--- config.mk ---
export PLATFORM = sky130hd
export DESIGN_NAME = itf_offchip_port_flat
export DESIGN_NICKNAME = d
export VERILOG_FILES = /design/src/rtl/itf_offchip_port_pkg.sv /design/src/rtl/itf_offchip_port_if.sv /design/src/rtl/itf_offchip_port_gearbox.sv /design/src/rtl/itf_offchip_port.sv /design/src/flat_wrapper.sv
export SDC_FILE = /design/constraint.sdc
export NUM_CORES = 1
export LEC_CHECK = 0
export ABC_AREA = 0
export CAP_MARGIN = 30
export CORE_AREA = 4 4 379 381
export CTS_CLUSTER_DIAMETER = 80
export DETAILED_ROUTE_END_ITERATION = 8
export DIE_AREA = 0 0 383 385
export GPL_ROUTABILITY_DRIVEN = 0
export SLEW_MARGIN = 20
export SYNTH_ARGS = -nofsm -noshare
export SYNTH_HDL_FRONTEND = slang
export SYNTH_SLANG_ARGS = --single-unit
--- constraint.sdc ---
create_clock -name clk -period 7 [get_ports clk]
set_clock_uncertainty 0.15 [all_clocks]
set_input_delay 1.05 -clock clk [delete_from_list [all_inputs] [get_ports clk]]
set_output_delay 1.05 -clock clk [all_outputs]
set_load 0.01 [all_outputs]
--- src/rtl/itf_offchip_port_pkg.sv ---
// itf_offchip_port_pkg: shared types, widths and command-beat field offsets for the off-chip pad port
package itf_offchip_port_pkg;
    localparam int PAD_W = 128;
    localparam int WORD_W = 256;
    localparam int DADDR_W = 32;
    localparam int NUM_W = 16;
    localparam int WR_BIT = 0;
    localparam int ADDR_LSB = 1;
    localparam int NUM_LSB = 33;
    typedef enum logic [2:0] {ST_IDLE, ST_ISA, ST_CMD, ST_IN, ST_OUT} portState_e;
endpackage

--- src/rtl/itf_offchip_port_if.sv ---
// itf_offchip_port_if: pad-side bus between the host/DRAM model (master) and the chip port (slave)
interface itf_offchip_port_if
    import itf_offchip_port_pkg::*;
#(
    parameter int PORT_WIDTH = PAD_W
);
    logic [PORT_WIDTH-1:0] io_dat_in;
    logic [PORT_WIDTH-1:0] io_dat_out;
    logic o_dat_oe;
    logic i_dat_vld;
    logic i_dat_last;
    logic i_isa_vld;
    logic o_dat_rdy;
    logic o_dat_vld;
    logic o_dat_last;
    logic o_cmd_vld;
    logic i_dat_rdy;
    modport master (
        output io_dat_in, i_dat_vld, i_dat_last, i_isa_vld, i_dat_rdy,
        input  io_dat_out, o_dat_oe, o_dat_rdy, o_dat_vld, o_dat_last, o_cmd_vld
    );
    modport slave (
        input  io_dat_in, i_dat_vld, i_dat_last, i_isa_vld, i_dat_rdy,
        output io_dat_out, o_dat_oe, o_dat_rdy, o_dat_vld, o_dat_last, o_cmd_vld
    );
endinterface

--- src/rtl/itf_offchip_port_gearbox.sv ---
// itf_offchip_port_gearbox: one-word buffer bridging 128-bit pad beats and 256-bit internal words
module itf_offchip_port_gearbox #(
    parameter int PORT_WIDTH = 128,
    parameter int WORD_WIDTH = 256
) (
    input  logic                  clk,
    input  logic                  rst,
    input  logic                  beatLd,
    input  logic                  beatLast,
    input  logic [PORT_WIDTH-1:0] beatDat,
    input  logic                  rdRdy,
    output logic                  rdVld,
    input  logic                  wordLd,
    input  logic [WORD_WIDTH-1:0] wordDat,
    input  logic                  padAdv,
    output logic                  padVld,
    output logic [PORT_WIDTH-1:0] padDat,
    output logic [WORD_WIDTH-1:0] bufWord,
    output logic                  bufFull,
    output logic                  bufHi
);
    logic wrOwn;
    assign rdVld = bufFull && !wrOwn;
    assign padVld = bufFull && wrOwn;
    assign padDat = bufHi ? bufWord[WORD_WIDTH-1 -: PORT_WIDTH] : bufWord[PORT_WIDTH-1:0];
    // fill halves from pad beats (a last beat on the low half drops the partial word), load whole words for output, drain by word or by half
    always_ff @(posedge clk)
        if (rst) begin
            bufWord <= '0;
            bufFull <= 1'b0;
            bufHi <= 1'b0;
            wrOwn <= 1'b0;
        end else begin
            if (rdVld && rdRdy) bufFull <= 1'b0;
            if (beatLd) begin
                if (bufHi) bufWord[WORD_WIDTH-1 -: PORT_WIDTH] <= beatDat;
                else bufWord[PORT_WIDTH-1:0] <= beatDat;
                bufHi <= !bufHi && !beatLast;
                if (bufHi) begin
                    bufFull <= 1'b1;
                    wrOwn <= 1'b0;
                end
            end else if (wordLd) begin
                bufWord <= wordDat;
                bufFull <= 1'b1;
                bufHi <= 1'b0;
                wrOwn <= 1'b1;
            end else if (padAdv) begin
                bufHi <= !bufHi;
                if (bufHi) bufFull <= 1'b0;
            end
        end
endmodule

--- src/rtl/itf_offchip_port.sv ---
// itf_offchip_port: chip-side responder of the off-chip pad protocol (ISA intake, DRAM commands, read/write streaming)
module itf_offchip_port
    import itf_offchip_port_pkg::*;
#(
    parameter int PORT_WIDTH = PAD_W,
    parameter int WORD_WIDTH = WORD_W,
    parameter int DRAM_ADDR_WIDTH = DADDR_W,
    parameter int ADDR_WIDTH = NUM_W
) (
    input  logic                       clk,
    input  logic                       rst,
    itf_offchip_port_if.slave          pad,
    input  logic                       cmd_vld,
    output logic                       cmd_rdy,
    input  logic                       cmd_wr,
    input  logic [DRAM_ADDR_WIDTH-1:0] cmd_addr,
    input  logic [ADDR_WIDTH-1:0]      cmd_num,
    output logic [WORD_WIDTH-1:0]      rdat,
    output logic                       rdat_vld,
    input  logic                       rdat_rdy,
    input  logic [WORD_WIDTH-1:0]      wdat,
    input  logic                       wdat_vld,
    output logic                       wdat_rdy,
    output logic [PORT_WIDTH-1:0]      isa_dat,
    output logic                       isa_vld,
    output logic                       isa_last,
    input  logic                       isa_rdy,
    output logic                       err
);
    localparam logic [ADDR_WIDTH:0] ONE = {{ADDR_WIDTH{1'b0}}, 1'b1};
    portState_e state, nextState;
    logic cmdWr;
    logic [DRAM_ADDR_WIDTH-1:0] cmdAddr;
    logic [ADDR_WIDTH-1:0] cmdNum;
    logic [ADDR_WIDTH:0] beatCnt, lastIdx;
    logic [PORT_WIDTH-1:0] cmdBeat, padDat;
    logic isaBeat, cmdTake, inAcc, outAcc, isLast, inRange, bufFull, bufHi, rdVld, padVld;
    assign lastIdx = {cmdNum, 1'b0} - ONE;
    assign isLast = beatCnt == lastIdx;
    assign inRange = beatCnt <= lastIdx;
    assign isaBeat = pad.i_isa_vld && pad.i_dat_vld;
    assign cmdTake = state == ST_IDLE && !isaBeat && cmd_vld;
    assign inAcc = state == ST_IN && pad.i_dat_vld && pad.o_dat_rdy;
    assign outAcc = state == ST_OUT && pad.o_dat_vld && pad.i_dat_rdy;
    itf_offchip_port_gearbox #(
        .PORT_WIDTH(PORT_WIDTH),
        .WORD_WIDTH(WORD_WIDTH)
    ) u_gearbox (
        .clk(clk),
        .rst(rst),
        .beatLd(inAcc && inRange),
        .beatLast(pad.i_dat_last),
        .beatDat(pad.io_dat_in),
        .rdRdy(rdat_rdy),
        .rdVld(rdVld),
        .wordLd(wdat_vld && wdat_rdy),
        .wordDat(wdat),
        .padAdv(outAcc),
        .padVld(padVld),
        .padDat(padDat),
        .bufWord(rdat),
        .bufFull(bufFull),
        .bufHi(bufHi)
    );
    // state register
    always_ff @(posedge clk)
        if (rst) state <= ST_IDLE;
        else state <= nextState;
    // next state: a committed ISA beat beats a same-cycle command; zero-length commands never leave IDLE
    always_comb begin
        nextState = state;
        case (state)
            ST_IDLE: nextState = isaBeat ? ST_ISA : (cmd_vld && cmd_num != '0) ? ST_CMD : ST_IDLE;
            ST_ISA:  nextState = (isa_vld && isa_rdy && pad.i_dat_last) ? ST_IDLE : ST_ISA;
            ST_CMD:  nextState = pad.i_dat_rdy ? (cmdWr ? ST_OUT : ST_IN) : ST_CMD;
            ST_IN:   nextState = (inAcc && pad.i_dat_last) ? ST_IDLE : ST_IN;
            ST_OUT:  nextState = (outAcc && isLast) ? ST_IDLE : ST_OUT;
            default: nextState = ST_IDLE;
        endcase
    end
    // command latch, beat counter (stops one past the final index) and sticky error
    always_ff @(posedge clk)
        if (rst) begin
            cmdWr <= 1'b0;
            cmdAddr <= '0;
            cmdNum <= '0;
            beatCnt <= '0;
            err <= 1'b0;
        end else begin
            if (cmdTake) begin
                cmdWr <= cmd_wr;
                cmdAddr <= cmd_addr;
                cmdNum <= cmd_num;
                beatCnt <= '0;
            end
            if ((inAcc || outAcc) && inRange) beatCnt <= beatCnt + ONE;
            if ((cmdTake && cmd_num == '0) || (inAcc && (pad.i_dat_last ? !isLast : !inRange))) err <= 1'b1;
        end
    // pad outputs decoded from state and buffer; internal handshakes pass through in the owning state
    always_comb begin
        cmdBeat = '0;
        cmdBeat[WR_BIT] = cmdWr;
        cmdBeat[ADDR_LSB +: DRAM_ADDR_WIDTH] = cmdAddr;
        cmdBeat[NUM_LSB +: ADDR_WIDTH] = cmdNum;
        pad.io_dat_out = state == ST_CMD ? cmdBeat : state == ST_OUT ? padDat : '0;
        pad.o_dat_oe = state == ST_CMD || state == ST_OUT;
        pad.o_dat_vld = state == ST_CMD || (state == ST_OUT && padVld);
        pad.o_cmd_vld = state == ST_CMD;
        pad.o_dat_last = state == ST_OUT && padVld && isLast;
        pad.o_dat_rdy = state == ST_ISA ? isa_rdy : state == ST_IN ? (!rdVld || rdat_rdy) : 1'b0;
        cmd_rdy = cmdTake;
        isa_dat = state == ST_ISA ? pad.io_dat_in : '0;
        isa_vld = state == ST_ISA && isaBeat;
        isa_last = state == ST_ISA && pad.i_dat_last;
        rdat_vld = rdVld;
        wdat_rdy = state == ST_OUT && (!bufFull || (padVld && bufHi && pad.i_dat_rdy && !isLast));
    end
endmodule

--- src/flat_wrapper.sv ---
// flat-port wrapper written by rule: the top's interface ports become plain ports
module itf_offchip_port_flat import itf_offchip_port_pkg::*;
#(
    parameter int PORT_WIDTH = PAD_W,
    parameter int WORD_WIDTH = WORD_W,
    parameter int DRAM_ADDR_WIDTH = DADDR_W,
    parameter int ADDR_WIDTH = NUM_W
)
  (clk, rst, cmd_vld, cmd_rdy, cmd_wr, cmd_addr, cmd_num, rdat, rdat_vld, rdat_rdy, wdat, wdat_vld, wdat_rdy, isa_dat, isa_vld, isa_last, isa_rdy, err, pad_io_dat_in, pad_i_dat_vld, pad_i_dat_last, pad_i_isa_vld, pad_i_dat_rdy, pad_io_dat_out, pad_o_dat_oe, pad_o_dat_rdy, pad_o_dat_vld, pad_o_dat_last, pad_o_cmd_vld);
  itf_offchip_port_if #(.PORT_WIDTH(PORT_WIDTH)) pad_i ();
  input  logic clk;
  input  logic rst;
  input  logic cmd_vld;
  output logic cmd_rdy;
  input  logic cmd_wr;
  input  logic [DRAM_ADDR_WIDTH-1:0] cmd_addr;
  input  logic [ADDR_WIDTH-1:0] cmd_num;
  output logic [WORD_WIDTH-1:0] rdat;
  output logic rdat_vld;
  input  logic rdat_rdy;
  input  logic [WORD_WIDTH-1:0] wdat;
  input  logic wdat_vld;
  output logic wdat_rdy;
  output logic [PORT_WIDTH-1:0] isa_dat;
  output logic isa_vld;
  output logic isa_last;
  input  logic isa_rdy;
  output logic err;
  input wire logic [$bits(pad_i.io_dat_in)-1:0] pad_io_dat_in;
  input wire logic [$bits(pad_i.i_dat_vld)-1:0] pad_i_dat_vld;
  input wire logic [$bits(pad_i.i_dat_last)-1:0] pad_i_dat_last;
  input wire logic [$bits(pad_i.i_isa_vld)-1:0] pad_i_isa_vld;
  input wire logic [$bits(pad_i.i_dat_rdy)-1:0] pad_i_dat_rdy;
  output wire logic [$bits(pad_i.io_dat_out)-1:0] pad_io_dat_out;
  output wire logic [$bits(pad_i.o_dat_oe)-1:0] pad_o_dat_oe;
  output wire logic [$bits(pad_i.o_dat_rdy)-1:0] pad_o_dat_rdy;
  output wire logic [$bits(pad_i.o_dat_vld)-1:0] pad_o_dat_vld;
  output wire logic [$bits(pad_i.o_dat_last)-1:0] pad_o_dat_last;
  output wire logic [$bits(pad_i.o_cmd_vld)-1:0] pad_o_cmd_vld;
  assign pad_i.io_dat_in = pad_io_dat_in;
  assign pad_i.i_dat_vld = pad_i_dat_vld;
  assign pad_i.i_dat_last = pad_i_dat_last;
  assign pad_i.i_isa_vld = pad_i_isa_vld;
  assign pad_i.i_dat_rdy = pad_i_dat_rdy;
  assign pad_io_dat_out = pad_i.io_dat_out;
  assign pad_o_dat_oe = pad_i.o_dat_oe;
  assign pad_o_dat_rdy = pad_i.o_dat_rdy;
  assign pad_o_dat_vld = pad_i.o_dat_vld;
  assign pad_o_dat_last = pad_i.o_dat_last;
  assign pad_o_cmd_vld = pad_i.o_cmd_vld;
  itf_offchip_port #(.PORT_WIDTH(PORT_WIDTH), .WORD_WIDTH(WORD_WIDTH), .DRAM_ADDR_WIDTH(DRAM_ADDR_WIDTH), .ADDR_WIDTH(ADDR_WIDTH)) u_core (.clk(clk), .rst(rst), .pad(pad_i), .cmd_vld(cmd_vld), .cmd_rdy(cmd_rdy), .cmd_wr(cmd_wr), .cmd_addr(cmd_addr), .cmd_num(cmd_num), .rdat(rdat), .rdat_vld(rdat_vld), .rdat_rdy(rdat_rdy), .wdat(wdat), .wdat_vld(wdat_vld), .wdat_rdy(wdat_rdy), .isa_dat(isa_dat), .isa_vld(isa_vld), .isa_last(isa_last), .isa_rdy(isa_rdy), .err(err));
endmodule
==> results of run 1 <==
==> kinds of logic (layout without fill, tap and decap cells) <==
kind of cell             Yosys count  count (layout)  share of synthesized area
buffers and inverters            194            1100                     0.0500
XOR/XNOR                          12              12                    0.00605
flip-flops                       329             329                      0.379
other                              0              15                          0
adder cells (fa/ha/maj)           18              18                     0.0130
multiplexers                     258             258                      0.149
AO/OA/AOI/OAI                    415             415                      0.189
AND/OR/NAND/NOR                  754             754                      0.214
==> worst max-delay path by stage <==
stage	to	start	depth (start not counted)	slack (ps)
CTS	wdat_rdy	u_core.cmdNum[0]$_SDFFE_PP0P_	12	1090
global route	wdat_rdy	u_core.cmdNum[0]$_SDFFE_PP0P_	12	820
finish	wdat_rdy	u_core.cmdNum[0]$_SDFFE_PP0P_	12	1160
floorplan	u_core.u_gearbox.bufWord[113]$_SDFFE_PP0P_	u_core.cmdNum[0]$_SDFFE_PP0P_	15	2700
global placement	u_core.u_gearbox.bufWord[15]$_SDFFE_PP0P_	u_core.cmdNum[0]$_SDFFE_PP0P_	15	1510
detailed placement	u_core.u_gearbox.bufWord[11]$_SDFFE_PP0P_	u_core.cmdNum[0]$_SDFFE_PP0P_	15	1520
==> power by group through the flow <==
| stage | combinational, W | sequential [W] | clock, W |
|---|---|---|---|
| final | 0.00107 | 0.00197 | 0.00237 |
| after global routing | 0.00113 | 0.00197 | 0.00249 |
| after CTS | 0.00107 | 0.00197 | 0.00243 |
| after detailed placement | 0.00106 | 0.00201 | 0 |
| after global placement | 0.00106 | 0.00201 | 0 |
| after floorplan | 0.000400 | 0.00200 | 0 |
==> per-layer routing <==
layer	part of all wire	routed length, um	GRT usage
met5	0	0	0
met4	0.025	3230	0.0448
met3	0.096	12300	0.0535
met2	0.45	57700	0.249
met1	0.43	54900	0.215
==> final cells by class <==
| class | instances | area share |
|---|---|---|
| Sequential cell | 329 | 0.215 |
| Multi-Input combinational cell | 1457 | 0.326 |
| Clock inverter | 20 | 0.00714 |
| Antenna cell | 15 | 0.00122 |
| Timing Repair Buffer | 1012 | 0.331 |
| Tap cell | 1890 | 0.0771 |
| Inverter | 7 | 0.000857 |
| Clock buffer | 61 | 0.0416 |
==> stage by stage <==
stage,total power [W],hold slack (ps),instances,util
6_report,0.00540,306,4791,0.218
3_5_place_dp,0.00307,299,4695,0.207
3_3_place_gp,0.00307,292,4689,0.207
2_1_floorplan,0.00240,287,1980,-
4_1_cts,0.00547,306,4776,0.218
5_1_grt,0.00560,324,4786,0.218
==> placed cells by master (no fill, tap or decap), types with 3 or more instances in the layout <==
cell             Yosys  final
or3_1               13     13
nand3b_1             4      4
xnor2_1              6      6
or2_2                3      3
nor2_1             226    226
nand2_1            173    173
clkinv_2             0      7
and2_1             263    263
a31oi_1              9      9
clkbuf_16            0     45
nor2b_1              5      4
nor4_1               6      6
inv_6                0      4
a221oi_1           129    129
buf_12               0     11
nand4_1              6      6
ha_1                18     18
a221o_1            128    128
diode_2              0     15
xor2_1               6      6
o21ai_1              5      5
buf_4                4     36
clkdlybuf4s50_1      0    964
inv_1                6      5
a21oi_1             69     69
clkbuf_1           126      7
nor3_1               8      7
clkinv_4             0      4
nand2b_1             5      4
clkbuf_8             0     10
nand3_1             26     26
o21ai_0             54     54
mux2i_1            257    256
dfxtp_1            329    328
or4_1                4      4
==> critical path: stages (launching register included) <==
cell             delay (ps)
dfxtp_1                 350
or4_1                   540
or3_1                   370
nor3_1                  270
nand2_1                 140
nor3_1                  200
xnor2_1                 110
ha_1                    320
nand4_1                 170
nor4_2                  540
and2_1                  380
a21oi_1                 140
clkdlybuf4s50_1         540
==> sequential cells by signal (all words and copies together) (netlist names) <==
signal / flops
u_core.u_gearbox.bufWord: 256
u_core.cmdAddr: 32
u_core.beatCnt: 17
u_core.cmdNum: 16
u_core.state: 3
u_core.cmdWr: 1
u_core.err: 1
u_core.u_gearbox.bufFull: 1
u_core.u_gearbox.bufHi: 1
u_core.u_gearbox.wrOwn: 1
==> impl_metrics.csv, run 1 <==
group,metric,value,unit
floorplan,die-area,0.147,mm^2
sta,final-setup-viol-count,0,
sta,maxSlewViolCount,0,
floorplan,start_util,0.124,
logic_synthesis,ys_types,55,
hold_path,holdCritStartpoint,"u_core.cmdAddr[4]$_SDFFE_PP0P_",
sta,period_minus_slack,5840,ps
clock_network,cts_inserted_buffers,45,
detailed_routing,ant_nets,0,
place,portBuffers,965,
clock_network,path_clk_slew,60,ps
global_routing,grt_pass1_wl,168000,um
logic_synthesis,synth-edff-count,0,
pwr,swShare,0.293,
flow_run,cap_violations,0,
clock_network,post-cts-setup-buffers,0,
global_routing,grt_pass1_vias,19400,
worst_setup_path,rrSetupSlack,1380,ps
floorplan,coreArea,0.141,mm^2
global_routing,grt_max_degree,91,
pwr,ir_drop,0.140,mV
worst_setup_path,crit_type,"reg2out",
worst_setup_path,cp-start-kind,"flop",
global_routing,track_usage,0.162,
logic_synthesis,synthCells,1980,
sta,hold_viol,0,
worst_setup_path,cp_max_fo,6,
clock_network,cts-root-buf,"clkbuf_16",
logic_synthesis,ys_seq_elements,329,
finish,fillers,15500,
sta,worst_slew_pin_slew,1080,ps
clock_network,clkSinkCount,329,
clock_network,cts.repair.resized,0,
pwr,power_switching,0.00158,W
floorplan,io_pins,966,
hold_path,holdPathEnd,"u_core.cmdAddr[4]$_SDFFE_PP0P_",
global_routing,grt_overflow,0,
finish,syn2layout_area_growth,76.5,%
sta,min_period_over_period,0.834,
finish,stdcell_area,0.0307,mm^2
finish,drive_above_1_share,0.0482,
floorplan,die_h,385,um
logic_synthesis,synth_ff_type,"dfxtp_1",
sta,fin_ws,1160,ps
finish,layout.nets,3313,
sta,rsz0062_at_grt,"no",
sta,finalSetupTns,0,ps
worst_setup_path,reg2reg_to,"u_core.u_gearbox.bufWord[8]$_SDFFE_PP0P_",
logic_synthesis,synth_top_area_frac,0.379,
worst_setup_path,crit_required,5800,ps
worst_setup_path,rr_worst_depth,15,
logic_synthesis,yosysMostFrequentCell,"dfxtp_1",
worst_setup_path,r2r-start,"u_core.cmdNum[0]$_SDFFE_PP0P_",
detailed_routing,drt-total-wl,128000,um
floorplan,die_w,383,um
detailed_routing,drt_iter0_drc,1799,
run_status,status,"finished, final reports clean",
logic_synthesis,postSynthAreaPerCell,8.77,um^2
clock_network,clkLatencyLatePin,590,ps
place,place_hpwl,101000,um
logic_synthesis,yosysWarnings,0,
worst_setup_path,crit_arrival,4640,ps
pwr,power.internal,0.00382,W
logic_synthesis,ys_top_cells_by_area,"dfxtp_1 (38%), mux2i_1 (15%), and2_1 (9.5%)",
detailed_routing,first_pass_iters,6,
detailed_routing,drt-vias-per-instance,4.27,
logic_synthesis,synth_common_cells,"dfxtp_1 (329), and2_1 (263), mux2i_1 (257), nor2_1 (226), nand2_1 (173)",
clock_network,hold_buffers,0,
global_routing,antenna_found_initial,38,
detailed_routing,via_count,20500,
pwr,p_clk_frac,0.438,
logic_synthesis,synthArstFlopShare,0,
pwr,combPwrFrac,0.197,
hold_path,whs_path_depth,2,
clock_network,htreeDepth,2,
logic_synthesis,synth.largest_area_cell,"dfxtp_1",
logic_synthesis,synth_area,0.0174,mm^2
sta,fmax,171,MHz
worst_setup_path,end_kind,"primary output",
logic_synthesis,yosysSeqAreaShare,0.379,
sta,slew_headroom,0.258,
clock_network,cts_tree,"done",
detailed_routing,drc,0,
logic_synthesis,synth_fp_nets,2441,
clock_network,clockBufferDepth,3,
finish,ff_latch_area,0.00659,mm^2
hold_path,hp-class,"reg2reg",
floorplan,rows,138,
pwr,powerDensity,176,mW/mm^2
place,pre_cts_ws,1520,ps
place,detailed_place.area,0.0291,mm^2
detailed_routing,wl_per_cell,26.8,um
pwr,leakagePower,10.9,nW
pwr,p_seq_frac,0.364,
finish,multiInputGateArea,0.00999,mm^2
(Power assumes the default switching activity.)
==> run 2, diff against run 1 <==
==> constraint.sdc (replaced) <==
create_clock -name clk -period 4.8 [get_ports clk]
set_clock_uncertainty 0.15 [all_clocks]
set_input_delay 0.72 -clock clk [delete_from_list [all_inputs] [get_ports clk]]
set_output_delay 0.72 -clock clk [all_outputs]
set_load 0.01 [all_outputs]
==> impl_metrics.csv, run 2 (synthesis results as in run 1) <==
group,metric,value,unit
sta,fmax,213,MHz
worst_setup_path,crit_type,"reg2out",
finish,syn2layout_area_growth,80.6,%
pwr,finalPower,0.00817,W
finish,reg.largest.list,"u_core.u_gearbox.bufWord: 256 flops, u_core.cmdAddr: 32 flops, u_core.beatCnt: 17 flops",
place,portBuffers,965,
pwr,p_clk_frac,0.447,
sta,final-setup-viol-count,0,
pwr,ir_drop,0.232,mV
clock_network,path_clk_slew,60,ps
detailed_routing,drt-total-wl,131000,um
global_routing,antenna_found_initial,46,
detailed_routing,drc,0,
sta,slew_headroom,0.345,
pwr,power_switching,0.00240,W
sta,maxSlewViolCount,0,
global_routing,grt_overflow,0,
run_status,status,"finished, final reports clean",
global_routing,grtUsageMet3,0.0520,
finish,drive_above_1_share,0.0688,
floorplan,die_w,383,um
worst_setup_path,slowest_stage,"or4_4",
detailed_routing,via_count,20700,
detailed_routing,first_pass_iters,6,
flow_run,cap_violations,0,
finish,largest_reg_flops,256,
worst_setup_path,path_buf_inv,2,
floorplan,die_h,385,um
worst_setup_path,path_common_cell,"nor3_4",
sta,min_period_over_period,0.977,
floorplan,start_util,0.124,
detailed_routing,drt_iter0_drc,1948,
sta,holdWs,307,ps
worst_setup_path,rrSetupSlack,120,ps
sta,hold_viol,0,
clock_network,cts_inserted_buffers,46,
place,dp_cells,4726,
worst_setup_path,cp_top_family,"simple AND/OR/NAND/NOR gates",
global_routing,grt_pass1_wl,170000,um
worst_setup_path,path_cells,"or4_4 -> or3_4 -> nor3_4 -> nand2_2 -> nor3_4 -> xnor2_1 -> ha_1 -> nand4_1 -> nor4_4 -> buf_4 -> nand2_4 -> nor3_4 -> buf_6",
worst_setup_path,crit_required,3930,ps
global_routing,use_met2,0.252,
clock_network,clockBufferDepth,3,
global_routing,met1_usage,0.218,
worst_setup_path,r2r-start,"u_core.cmdNum[2]$_SDFFE_PP0P_",
detailed_routing,wl_per_cell,27.1,um
floorplan,io_pins,966,
hold_path,holdCritStartpoint,"u_core.cmdAddr[15]$_SDFFE_PP0P_",
finish,layout_commonest_cell,"clkdlybuf4s50_1",
hold_path,holdPathEnd,"u_core.cmdAddr[15]$_SDFFE_PP0P_",
clock_network,cts-root-buf,"clkbuf_16",
pwr,swShare,0.294,
worst_setup_path,reg2reg_to,"u_core.u_gearbox.bufWord[112]$_SDFFE_PP0P_",
global_routing,grt_pass1_vias,19600,
floorplan,coreArea,0.141,mm^2
clock_network,clkLatencyLatePin,600,ps
finish,top_register,"u_core.u_gearbox.bufWord",
global_routing,grt.busiest_layer,"met2",
pwr,power.internal,0.00577,W
worst_setup_path,cp-start-kind,"flop",
pwr,powerDensity,260,mW/mm^2
worst_setup_path,crit_arrival,3820,ps
worst_setup_path,end_kind,"primary output",
detailed_routing,drt-vias-per-instance,4.28,
sta,rsz0062_at_grt,"yes",
place,place_hpwl,103000,um
hold_path,hp-class,"reg2reg",
floorplan,die-area,0.147,mm^2
finish,layout_common_cells,"clkdlybuf4s50_1 (962), dfxtp_1 (325), and2_1 (262)",
global_routing,grt_max_degree,91,
finish,finalNonFillerCells,4843,
worst_setup_path,cp_max_fo,3,
sta,period_minus_slack,4690,ps
clock_network,cts_tree,"done",
finish,layout.nets,3362,
clock_network,hold_buffers,0,
pwr,combPwrFrac,0.202,
clock_network,htreeDepth,2,
pwr,p_seq_frac,0.351,
worst_setup_path,rr_worst_depth,16,
floorplan,rows,138,
clock_network,clkSinkCount,329,
hold_path,whs_path_depth,2,
global_routing,track_usage,0.164,
detailed_routing,ant_nets,0,
pwr,leakagePower,11.3,nW
sta,worst_slew_pin_slew,983,ps
worst_setup_path,slowest_delay,530,ps
## run 2: worst max path at each step
stage	start	cells after the start	slack, ps	endpoint
6_report	u_core.cmdNum[2]$_SDFFE_PP0P_	13	110	pad_o_dat_last
3_3_place_gp	u_core.cmdNum[1]$_SDFFE_PP0P_	15	-110	u_core.u_gearbox.bufWord[142]$_SDFFE_PP0P_
2_1_floorplan	u_core.cmdNum[0]$_SDFFE_PP0P_	15	500	u_core.u_gearbox.bufWord[113]$_SDFFE_PP0P_
5_1_grt	u_core.cmdNum[2]$_SDFFE_PP0P_	13	-70	pad_o_dat_last
3_5_place_dp	u_core.cmdNum[1]$_SDFFE_PP0P_	15	-100	u_core.u_gearbox.bufWord[142]$_SDFFE_PP0P_
4_1_cts	u_core.cmdNum[1]$_SDFFE_PP0P_	12	10	pad_o_dat_last
## run 2: worst reg2reg max path: cells and delay by family (launching register included)
family                   cells  cell delay, ps
AND/OR/NAND/NOR              7            1960
adder cells (fa/ha/maj)      1             330
multiplexers                 1             480
flip-flops                   1             320
XOR/XNOR                     1             100
AO/OA/AOI/OAI                3             630
buffers and inverters        3             610
## run 2: routing by layer
metal | up-vias | wire, um
li1 | 9057 | -
met1 | 10300 | 56200
met2 | 1177 | 58800
met3 | 179 | 12300
met4 | 2 | 3810
met5 | - | 19
## run 2: timing repair
action,4_1_cts,5_1_grt
buffers inserted,1,12
cloned,0,3
pin swaps,1,12
resized for setup,10,26
setup endpoints to repair,3,195
## run 2: cell type report
type | instances | area [um^2]
clock inverter | 24 | 335
sequential | 329 | 6590
fill | 15400 | 109000
timing repair buffer | 1059 | 10700
clock buffer | 58 | 1240
multi-input combinational | 1458 | 10100
inverter | 7 | 26.3
tap | 1890 | 2360
antenna | 18 | 45.0
## run 2: through the flow
stage | worst slack (ps) | area [um^2] | util | TNS (ps)
floorplan | 502 | 17400 | - | 0
global placement | -105 | 29400 | 0.209 | -105
detailed placement | -99.1 | 29400 | 0.209 | -99.1
CTS | 10.4 | 31000 | 0.221 | 0
global route | -65.5 | 31400 | 0.223 | -245
finish | 108 | 31400 | 0.223 | 0
## run 2: power groups by stage
stage	Combinational, W	Sequential [W]	Clock [W]
after floorplan	0.000583	0.00291	0
after global routing	0.00174	0.00287	0.00384
final	0.00165	0.00287	0.00365
after CTS	0.00161	0.00286	0.00376
after global placement	0.00159	0.00292	0
after detailed placement	0.00159	0.00292	0
==> run 3, diff against run 2 <==
--- a/config.mk
+++ b/config.mk
@@ -16,3 +16,4 @@
 export SYNTH_ARGS = -nofsm -noshare
 export SYNTH_HDL_FRONTEND = slang
 export SYNTH_SLANG_ARGS = --single-unit
+export TNS_END_PERCENT = 100
==> results of run 3 <==
No change in the layout: final DEF, timing and power equal those of run 2.
